## src/rtl/wbgpio_pkg.sv

```systemverilog
// wbgpio_pkg: shared constants for the Wishbone GPIO block.
//   - Word offsets (adr[4:2]) of the eight registers in the 32-byte window.
//   - Legal ranges for the NUM_PINS and LATENCY parameters.
//   - lane_mask(): expands the four Wishbone byte selects into a 32-bit mask.
package wbgpio_pkg;

    localparam int NUM_PINS_MIN = 1;
    localparam int NUM_PINS_MAX = 32;
    localparam int LATENCY_MIN  = 1;
    localparam int LATENCY_MAX  = 8;

    // Word index inside the window; byte offset is index * 4.
    localparam logic [2:0] REG_OUT     = 3'd0;  // 0x00 rw
    localparam logic [2:0] REG_IN      = 3'd1;  // 0x04 ro, synchronised pins
    localparam logic [2:0] REG_DIR     = 3'd2;  // 0x08 rw, output enables
    localparam logic [2:0] REG_RISE_EN = 3'd3;  // 0x0C rw
    localparam logic [2:0] REG_FALL_EN = 3'd4;  // 0x10 rw
    localparam logic [2:0] REG_STATUS  = 3'd5;  // 0x14 read, write-1-to-clear
    localparam logic [2:0] REG_OUT_SET = 3'd6;  // 0x18 wo, reads 0
    localparam logic [2:0] REG_OUT_CLR = 3'd7;  // 0x1C wo, reads 0

    function automatic logic [31:0] lane_mask(input logic [3:0] sel);
        return {{8{sel[3]}}, {8{sel[2]}}, {8{sel[1]}}, {8{sel[0]}}};
    endfunction

endpackage

```

## src/rtl/gpio_sync.sv

```systemverilog
// gpio_sync: multi-flop synchroniser for asynchronous pin inputs, followed by
// a history flop used for edge detection.
//   i_clk, i_rst   clock, asynchronous active-high reset
//   i_pins         raw asynchronous pin inputs
//   o_synced       synchronised pin value (last synchroniser stage)
//   o_rise/o_fall  one-cycle pulses on a synchronised 0->1 / 1->0 transition
module gpio_sync #(
    parameter int SYNC_STAGES = 2,
    parameter int WIDTH       = 32
) (
    input  logic             i_clk,
    input  logic             i_rst,
    input  logic [WIDTH-1:0] i_pins,
    output logic [WIDTH-1:0] o_synced,
    output logic [WIDTH-1:0] o_rise,
    output logic [WIDTH-1:0] o_fall
);

    logic [WIDTH-1:0] sync_q [SYNC_STAGES];
    logic [WIDTH-1:0] hist_q;

    always_ff @(posedge i_clk or posedge i_rst) begin
        if (i_rst) begin
            for (int i = 0; i < SYNC_STAGES; i++) begin
                sync_q[i] <= '0;
            end
            hist_q <= '0;
        end else begin
            sync_q[0] <= i_pins;
            for (int i = 1; i < SYNC_STAGES; i++) begin
                sync_q[i] <= sync_q[i-1];
            end
            hist_q <= sync_q[SYNC_STAGES-1];
        end
    end

    assign o_synced = sync_q[SYNC_STAGES-1];
    assign o_rise   = o_synced & ~hist_q;
    assign o_fall   = ~o_synced & hist_q;

endmodule

```

## src/rtl/wbgpio.sv

```systemverilog
// wbgpio: Wishbone (pipelined, never stalls) GPIO peripheral.
//   i_clk, i_rst      clock, asynchronous active-high reset
//   i_wb_*/o_wb_*     Wishbone peripheral port: cyc, stb, we, sel, adr, dat
//                     in; dat, ack, stall out
//   o_gpio_out        OUT register
//   o_gpio_oe         DIR register (per-pin output enable)
//   i_gpio_in         asynchronous pin inputs
//   o_irq             registered OR of all STATUS bits
//
// Handshake: a request is accepted in any cycle with cyc & stb & an address
// inside the window; stall is tied low. Each accepted request gets exactly one
// ack LATENCY cycles after its acceptance cycle, in order, carrying read data
// captured at acceptance. Dropping cyc cancels every pending ack; writes that
// were already accepted stay committed.
module wbgpio
    import wbgpio_pkg::*;
#(
    parameter logic [31:0] BASE_ADDR   = 32'h8000_0000,
    parameter int          NUM_PINS    = 32,
    parameter int          LATENCY     = 1,
    parameter int          SYNC_STAGES = 2
) (
    input  logic                i_clk,
    input  logic                i_rst,
    input  logic                i_wb_cyc,
    input  logic                i_wb_stb,
    input  logic                i_wb_we,
    input  logic [3:0]          i_wb_sel,
    input  logic [31:0]         i_wb_adr,
    input  logic [31:0]         i_wb_dat,
    output logic [31:0]         o_wb_dat,
    output logic                o_wb_ack,
    output logic                o_wb_stall,
    output logic [NUM_PINS-1:0] o_gpio_out,
    output logic [NUM_PINS-1:0] o_gpio_oe,
    input  logic [NUM_PINS-1:0] i_gpio_in,
    output logic                o_irq
);

    typedef logic [NUM_PINS-1:0] pins_t;

    pins_t out_q, out_d;
    pins_t dir_q, dir_d;
    pins_t rise_en_q, rise_en_d;
    pins_t fall_en_q, fall_en_d;
    pins_t status_q, status_d;
    logic  irq_q;

    pins_t synced, rise, fall;
    pins_t wmask, wbits, w1c, edge_ev;
    logic  accept, wr;
    logic  [2:0]  reg_sel;
    logic  [31:0] rd_data;
    logic  unused_adr;

    logic [LATENCY-1:0] vld_q;
    logic [31:0]        dat_q [LATENCY];

    gpio_sync #(
        .SYNC_STAGES (SYNC_STAGES),
        .WIDTH       (NUM_PINS)
    ) u_sync (
        .i_clk    (i_clk),
        .i_rst    (i_rst),
        .i_pins   (i_gpio_in),
        .o_synced (synced),
        .o_rise   (rise),
        .o_fall   (fall)
    );

    // Byte address bits are not decoded: the window is word-addressed.
    assign unused_adr = ^i_wb_adr[1:0];

    assign accept  = i_wb_cyc & i_wb_stb & (i_wb_adr[31:5] == BASE_ADDR[31:5]);
    assign wr      = accept & i_wb_we;
    assign reg_sel = i_wb_adr[4:2];
    // Truncating to NUM_PINS makes bits above the pin count ignore writes.
    assign wmask   = pins_t'(lane_mask(i_wb_sel));
    assign wbits   = wmask & pins_t'(i_wb_dat);
    assign edge_ev = (rise & rise_en_q) | (fall & fall_en_q);

    always_comb begin
        out_d     = out_q;
        dir_d     = dir_q;
        rise_en_d = rise_en_q;
        fall_en_d = fall_en_q;
        w1c       = '0;
        rd_data   = '0;

        if (wr) begin
            case (reg_sel)
                REG_OUT:     out_d     = (out_q & ~wmask) | wbits;
                REG_DIR:     dir_d     = (dir_q & ~wmask) | wbits;
                REG_RISE_EN: rise_en_d = (rise_en_q & ~wmask) | wbits;
                REG_FALL_EN: fall_en_d = (fall_en_q & ~wmask) | wbits;
                REG_STATUS:  w1c       = wbits;
                REG_OUT_SET: out_d     = out_q | wbits;
                REG_OUT_CLR: out_d     = out_q & ~wbits;
                default:     ;
            endcase
        end

        // Read data reflects register state before this cycle's write lands.
        if (accept && !i_wb_we) begin
            case (reg_sel)
                REG_OUT:     rd_data = 32'(out_q);
                REG_IN:      rd_data = 32'(synced);
                REG_DIR:     rd_data = 32'(dir_q);
                REG_RISE_EN: rd_data = 32'(rise_en_q);
                REG_FALL_EN: rd_data = 32'(fall_en_q);
                REG_STATUS:  rd_data = 32'(status_q);
                default:     rd_data = '0;
            endcase
        end

        // Clear first, then set: a new edge beats a simultaneous W1C.
        status_d = (status_q & ~w1c) | edge_ev;
    end

    always_ff @(posedge i_clk or posedge i_rst) begin
        if (i_rst) begin
            out_q     <= '0;
            dir_q     <= '0;
            rise_en_q <= '0;
            fall_en_q <= '0;
            status_q  <= '0;
            irq_q     <= 1'b0;
        end else begin
            out_q     <= out_d;
            dir_q     <= dir_d;
            rise_en_q <= rise_en_d;
            fall_en_q <= fall_en_d;
            status_q  <= status_d;
            irq_q     <= |status_q;
        end
    end

    // Ack/data delay line. Stage 0 is loaded at the end of the acceptance
    // cycle, so the last stage presents the ack LATENCY cycles after it.
    always_ff @(posedge i_clk or posedge i_rst) begin
        if (i_rst) begin
            vld_q <= '0;
            for (int i = 0; i < LATENCY; i++) begin
                dat_q[i] <= '0;
            end
        end else begin
            dat_q[0] <= rd_data;
            for (int i = 1; i < LATENCY; i++) begin
                dat_q[i] <= dat_q[i-1];
            end
            if (!i_wb_cyc) begin
                vld_q <= '0;
            end else begin
                vld_q[0] <= accept;
                for (int i = 1; i < LATENCY; i++) begin
                    vld_q[i] <= vld_q[i-1];
                end
            end
        end
    end

    // Gating with cyc suppresses an ack that is due in the cycle cyc drops.
    assign o_wb_ack   = vld_q[LATENCY-1] & i_wb_cyc;
    assign o_wb_dat   = dat_q[LATENCY-1];
    assign o_wb_stall = 1'b0;
    assign o_gpio_out = out_q;
    assign o_gpio_oe  = dir_q;
    assign o_irq      = irq_q;

endmodule
```

## config.mk

```make
export PLATFORM = sky130hd
export DESIGN_NAME = wbgpio
export DESIGN_NICKNAME = d
export VERILOG_FILES = /design/src/rtl/wbgpio_pkg.sv /design/src/rtl/gpio_sync.sv /design/src/rtl/wbgpio.sv
export SDC_FILE = /design/constraint.sdc
export NUM_CORES = 1
export LEC_CHECK = 0
export CAP_MARGIN = 10
export CORE_MARGIN = 2
export CORE_UTILIZATION = 30
export DETAILED_ROUTE_END_ITERATION = 6
export GPL_TIMING_DRIVEN = 0
export PLACE_DENSITY = 0.59
export SYNTH_ARGS = -nofsm -noshare
export SYNTH_HDL_FRONTEND = slang
export SYNTH_SLANG_ARGS = --single-unit
```

## constraint.sdc

```tcl
create_clock -name i_clk -period 19.4 [get_ports i_clk]
set_clock_uncertainty 0.05 [all_clocks]
set_input_delay 1.94 -clock i_clk [delete_from_list [all_inputs] [get_ports i_clk]]
set_output_delay 1.94 -clock i_clk [all_outputs]
set_load 0.005 [all_outputs]
```

=== After elaboration in Yosys (flattened, before gate mapping) ===
Index checks and enable logic that the tools add are counted.

* Memory bits (writable): 0
* Latch bits: 0
* Memories: 0
* Output and inout port bits: 99
* Bits in read-only memories: 0
* Register bits: 290
* Word-level logic and storage cells: 61

* Divide/modulo/power cells: 0
* Shifts and indexed selects: 0
* Muxes and demuxes: 6
* Multipliers: 0
* Reduce and logical (&&, ||, !) cells: 9
* Equal/unequal tests: 8
* Add/subtract/negate cells: 0
* $lt $le $gt $ge: 0
* Bitwise logic cells: 27

{| class="wikitable"
|+ Operators with widths
! operator !! count
|-
| $and A32 B32 Y32 || 11
|-
| $or A32 B32 Y32 || 7
|-
| $pmux W32 S6 || 1
|-
| $not A32 Y32 || 5
|-
| $mux W32 || 3
|-
| $pmux W32 S3 || 1
|-
| $reduce_or A32 Y1 || 1
|-
| $eq A27 B27 Y1 const B || 1
|-
| $eq A3 B3 Y1 const B || 4
|-
| $reduce_and A2 Y1 || 4
|-
| $eq A3 B2 Y1 const B || 2
|-
| $and A1 B1 Y1 || 4
|-
| $eq A3 B1 Y1 const B || 1
|-
| $logic_not A3 Y1 || 1
|-
| $reduce_bool A3 Y1 || 1
|-
| $logic_and A1 B1 Y1 || 1
|-
| $logic_not A1 Y1 || 1
|-
| $mux W1 || 1
|}

=== Depth between registers and ports, before layout ===
* Depth after elaboration: 7
* Depth in mapped cells: 8

=== Cells and area by module ===
Synthesis repeated with hierarchy kept, for this count alone.

* Cells, all modules: 986
* Area total of the unflattened synthesis: 12324.3 µm²

{| class="wikitable"
|+ Modules (own cells, without submodules)
! module !! cells an instance !! seq. area each (µm²) !! times used !! area each (µm²)
|-
| wbgpio || 793 || 4854.7 || 1 || 9117.5
|-
| gpio_sync || 193 || 2402.3 || 1 || 3206.8
|}

=== Least setup slack after synthesis ===
Ideal clock, no wire load.

* Path type: in2reg
* Start point: input port i_wb_adr[6]
* End point: register with a tool-made name
* Setup time: 0.125 ns
* Path slack: 15.019 ns
* Arrival: 4.205 ns
* Data required time: 19.225 ns
* Cell stages on the path: 7
* Buffers on the path: 2
* Cells stage by stage: or4b_1 or4_4 buf_6 or3_4 buf_6 nor2_8 mux2_4

{| class="wikitable"
|+ RTL lines
! what !! RTL line !! RTL
|-
| start, declared || wbgpio.sv:29 || <nowiki>input logic [31:0] i_wb_adr,</nowiki>
|}

=== Worst setup path in the final report ===
* Start point: input port i_wb_cyc
* End point: output port o_wb_ack

* Cells in the longest elaborated chain, start to end: 1

{| class="wikitable"
|+ Ends and longest elaborated chain
! what !! RTL line !! RTL
|-
| start, declared || wbgpio.sv:25 || <nowiki>input logic i_wb_cyc,</nowiki>
|-
| $and A1 B1 Y1 || wbgpio.sv:163 || <nowiki>assign o_wb_ack = vld_q[LATENCY-1] & i_wb_cyc;</nowiki>
|-
| end, declared || wbgpio.sv:32 || <nowiki>output logic o_wb_ack,</nowiki>
|}

No other way between the ends.

==> results_dict.tcl <==
set metrics [dict create \
    synth_warnings 0 \
    p_comb_frac 0.054 \
    routed_via_density 5.29 \
    tritoncts.num_buffers 36 \
    whs_path_depth 0 \
    path_cells "clkdlybuf4s50_1 -> and2_1 -> clkdlybuf4s50_1" \
    vdd.ir_drop.worst_v 0.0000503 \
    drive_gt1_frac 0.166 \
    post-route-min-period_ps 5040 \
    synth_edf_count 0 \
    max_stage_delay_ps 500 \
    drc 0 \
    reg2regPathDepth 3 \
    die_area_sq_um 42400 \
    grt_pass1_vias 9583 \
    syn_to_final_growth_pct 32.3 \
    synth-main-ff-cell "dfrtp_1" \
    antenna_found_initial 5 \
    setup_viol 0 \
    place.gp.congestion 0.823 \
    avgSynthCellArea_sq_um 12.3 \
    p_leak_nw 6.63 \
    cpMaxStageDelayCell "clkdlybuf4s50_1" \
    critPathKind "in -> out" \
    die_w_um 206 \
    sw_frac_of_total 0.222 \
    initial_core_util 0.306 \
    routed_wl_mm 41.3 \
    cp_data_required_time_ps 17410 \
    place_hpwl_mm 28.5 \
    pwr-share-seq 0.447 \
    cts_tree "yes" \
    chipHeight_um 206 \
    wl_per_cell_um 23.2 \
    seq_area_frac_synth 0.593 \
    ys_ff_latch 290 \
    clock_power_share 0.499 \
    post_cts_buffers 0 \
    synth_fp_nets 1098 \
    clock_sinks 290 \
    critPathMostFrequentCell "clkdlybuf4s50_1" \
    grt_setup_unrepaired "no" \
    p_switching_mw 0.309 \
    min_path_type "reg -> reg" \
    dr.first_iter.drc_count 863 \
    grt_pass1_wl_mm 61.0 \
    cap_violations 0 \
    fmax_mhz 198 \
    num_vias 9433 \
    grt_max_degree 117 \
    detailed_place.area_sq_um 14900 \
    final_cell_mix "dfrtp_1 (290), clkdlybuf4s50_1 (196), nand2_1 (92)" \
    fin_area_sq_um 16200 \
    netlist_instances 993 \
    portBuffers 196 \
    hold_viol 0 \
    clk_path_buf_depth 3 \
    async_flop_share 1.00 \
    cts.repair.resized 0 \
    clock_latency_ps 520 \
    postRouteAntennaNets 0 \
    hold_slack_ps 295 \
    grt_use_total 0.195 \
    power.internal_mw 1.08 \
    worst_ep_arrival_time_ps 3050 \
    nets 1335 \
    relSlewSlack 0.186 \
    final_common_cell "dfrtp_1" \
    cp_top_family "buffers and inverters" \
    ios 204 \
    worst_pin_slew_ps 1220 \
    synth_area_sq_um 12200 \
    clkTransAtPathRegs_ps 50 \
    ctsRootBufferMaster "clkbuf_16" \
    powerDensity_nw_per_um2 86.0 \
    holdBufCountCts 0 \
    start_kind "input pin" \
    critPathBufInv 2 \
    final_max_slew_viol_count 0 \
    layout_worst_path_cycle_share 0.260 \
    cp_max_fo 2 \
    grt-ovfl-total 0 \
    setup_tns_ps 0 \
    crit_cells 3 \
    ys_types 56 \
    htree_levels 2 \
    dr.pass1.iters 5 \
    end_kind "primary output" \
    outcome "finished, final reports clean" \
    core_sq_um 40000 \
    row_count 73 \
]
==> per-layer routing <==
layer / vias up / routed length [um] / GRT usage
met5: - / 38 / 0
met4: 6 / 1270 / 0.0745
met3: 80 / 3540 / 0.0563
met2: 368 / 18700 / 0.297
met1: 4787 / 17800 / 0.262
li1: 4192 / - / -
==> cell type report <==
| type | instances | area (sq um) |
|---|---|---|
| Multi-Input combinational cell | 620 | 4650 |
| Tap cell | 525 | 657 |
| Sequential cell | 290 | 7260 |
| Clock buffer | 55 | 1080 |
| Fill cell | 3847 | 23800 |
| Clock inverter | 9 | 156 |
| Buffer | 56 | 235 |
| Antenna cell | 2 | 5.00 |
| Timing Repair Buffer | 199 | 2030 |
| Inverter | 27 | 109 |
==> worst paths after layout <==
path,slack [ps],startpoint,end
max in group asynchronous,16390,i_rst,o_wb_dat[30]$_DFF_PP0_
setup / recovery,14360,i_wb_cyc,o_wb_ack
setup reg to reg,17530,status_q[30]$_DFF_PP0_,o_irq$_DFF_PP0_
hold / removal,290,u_sync.sync_q[50]$_DFF_PP0_,u_sync.o_synced[18]$_DFF_PP0_
hold reg to reg,290,u_sync.sync_q[50]$_DFF_PP0_,u_sync.o_synced[18]$_DFF_PP0_
min in group asynchronous,1880,i_rst,u_sync.sync_q[51]$_DFF_PP0_
==> synthesized netlist by cell type, drive strengths merged (4+ instances only) <==
cell | count | area (sq um)
dfrtp | 290 | 7260
mux2 | 101 | 1200
nand2 | 92 | 345
a22oi | 89 | 668
clkbuf | 47 | 176
o21ai | 45 | 225
a21oi | 39 | 195
nand3b | 32 | 240
a31oi | 28 | 175
inv | 27 | 101
a21o | 24 | 180
a221oi | 16 | 190
o2bb2ai | 16 | 140
nor2 | 15 | 111
nor4 | 14 | 100
nand2b | 11 | 68.8
buf | 9 | 58.8
nor3 | 9 | 76.3
a31o | 8 | 70.1
o211ai | 8 | 60.1
o31ai | 8 | 60.1
nand4 | 7 | 50.1
o221ai | 7 | 61.3
o311ai | 7 | 61.3
and2 | 6 | 37.5
a222oi | 5 | 50.1
mux2i | 5 | 50.1
or4 | 5 | 48.8
nor2b | 4 | 25.0
or2 | 4 | 25.0
==> through the flow <==
stage | worst slack (ps) | total power, mW | util | instances
after floorplan | 9400 | 0.661 | - | 993
after global placement | 5470 | 0.705 | 0.371 | 1714
after detailed placement | 13920 | 0.708 | 0.373 | 1717
after CTS | 14350 | 1.41 | 0.404 | 1781
after global routing | 14280 | 1.44 | 0.404 | 1782
final | 14360 | 1.39 | 0.404 | 1783
==> kinds of logic after synthesis <==
group	synth area share
AOI/OAI and AO/OA	0.176
buffers and inverters	0.0275
DFF	0.593
muxes	0.102
other	0.000307
and+or+nand+nor	0.101
==> power groups by stage <==
stage / combinational (mW) / clock, mW / sequential, mW
after global placement: 0.0727 / 0 / 0.632
after global routing: 0.0812 / 0.735 / 0.623
final: 0.0752 / 0.694 / 0.622
after floorplan: 0.0306 / 0 / 0.630
after detailed placement: 0.0755 / 0 / 0.632
after CTS: 0.0757 / 0.711 / 0.622
(Power assumes the default switching activity.)
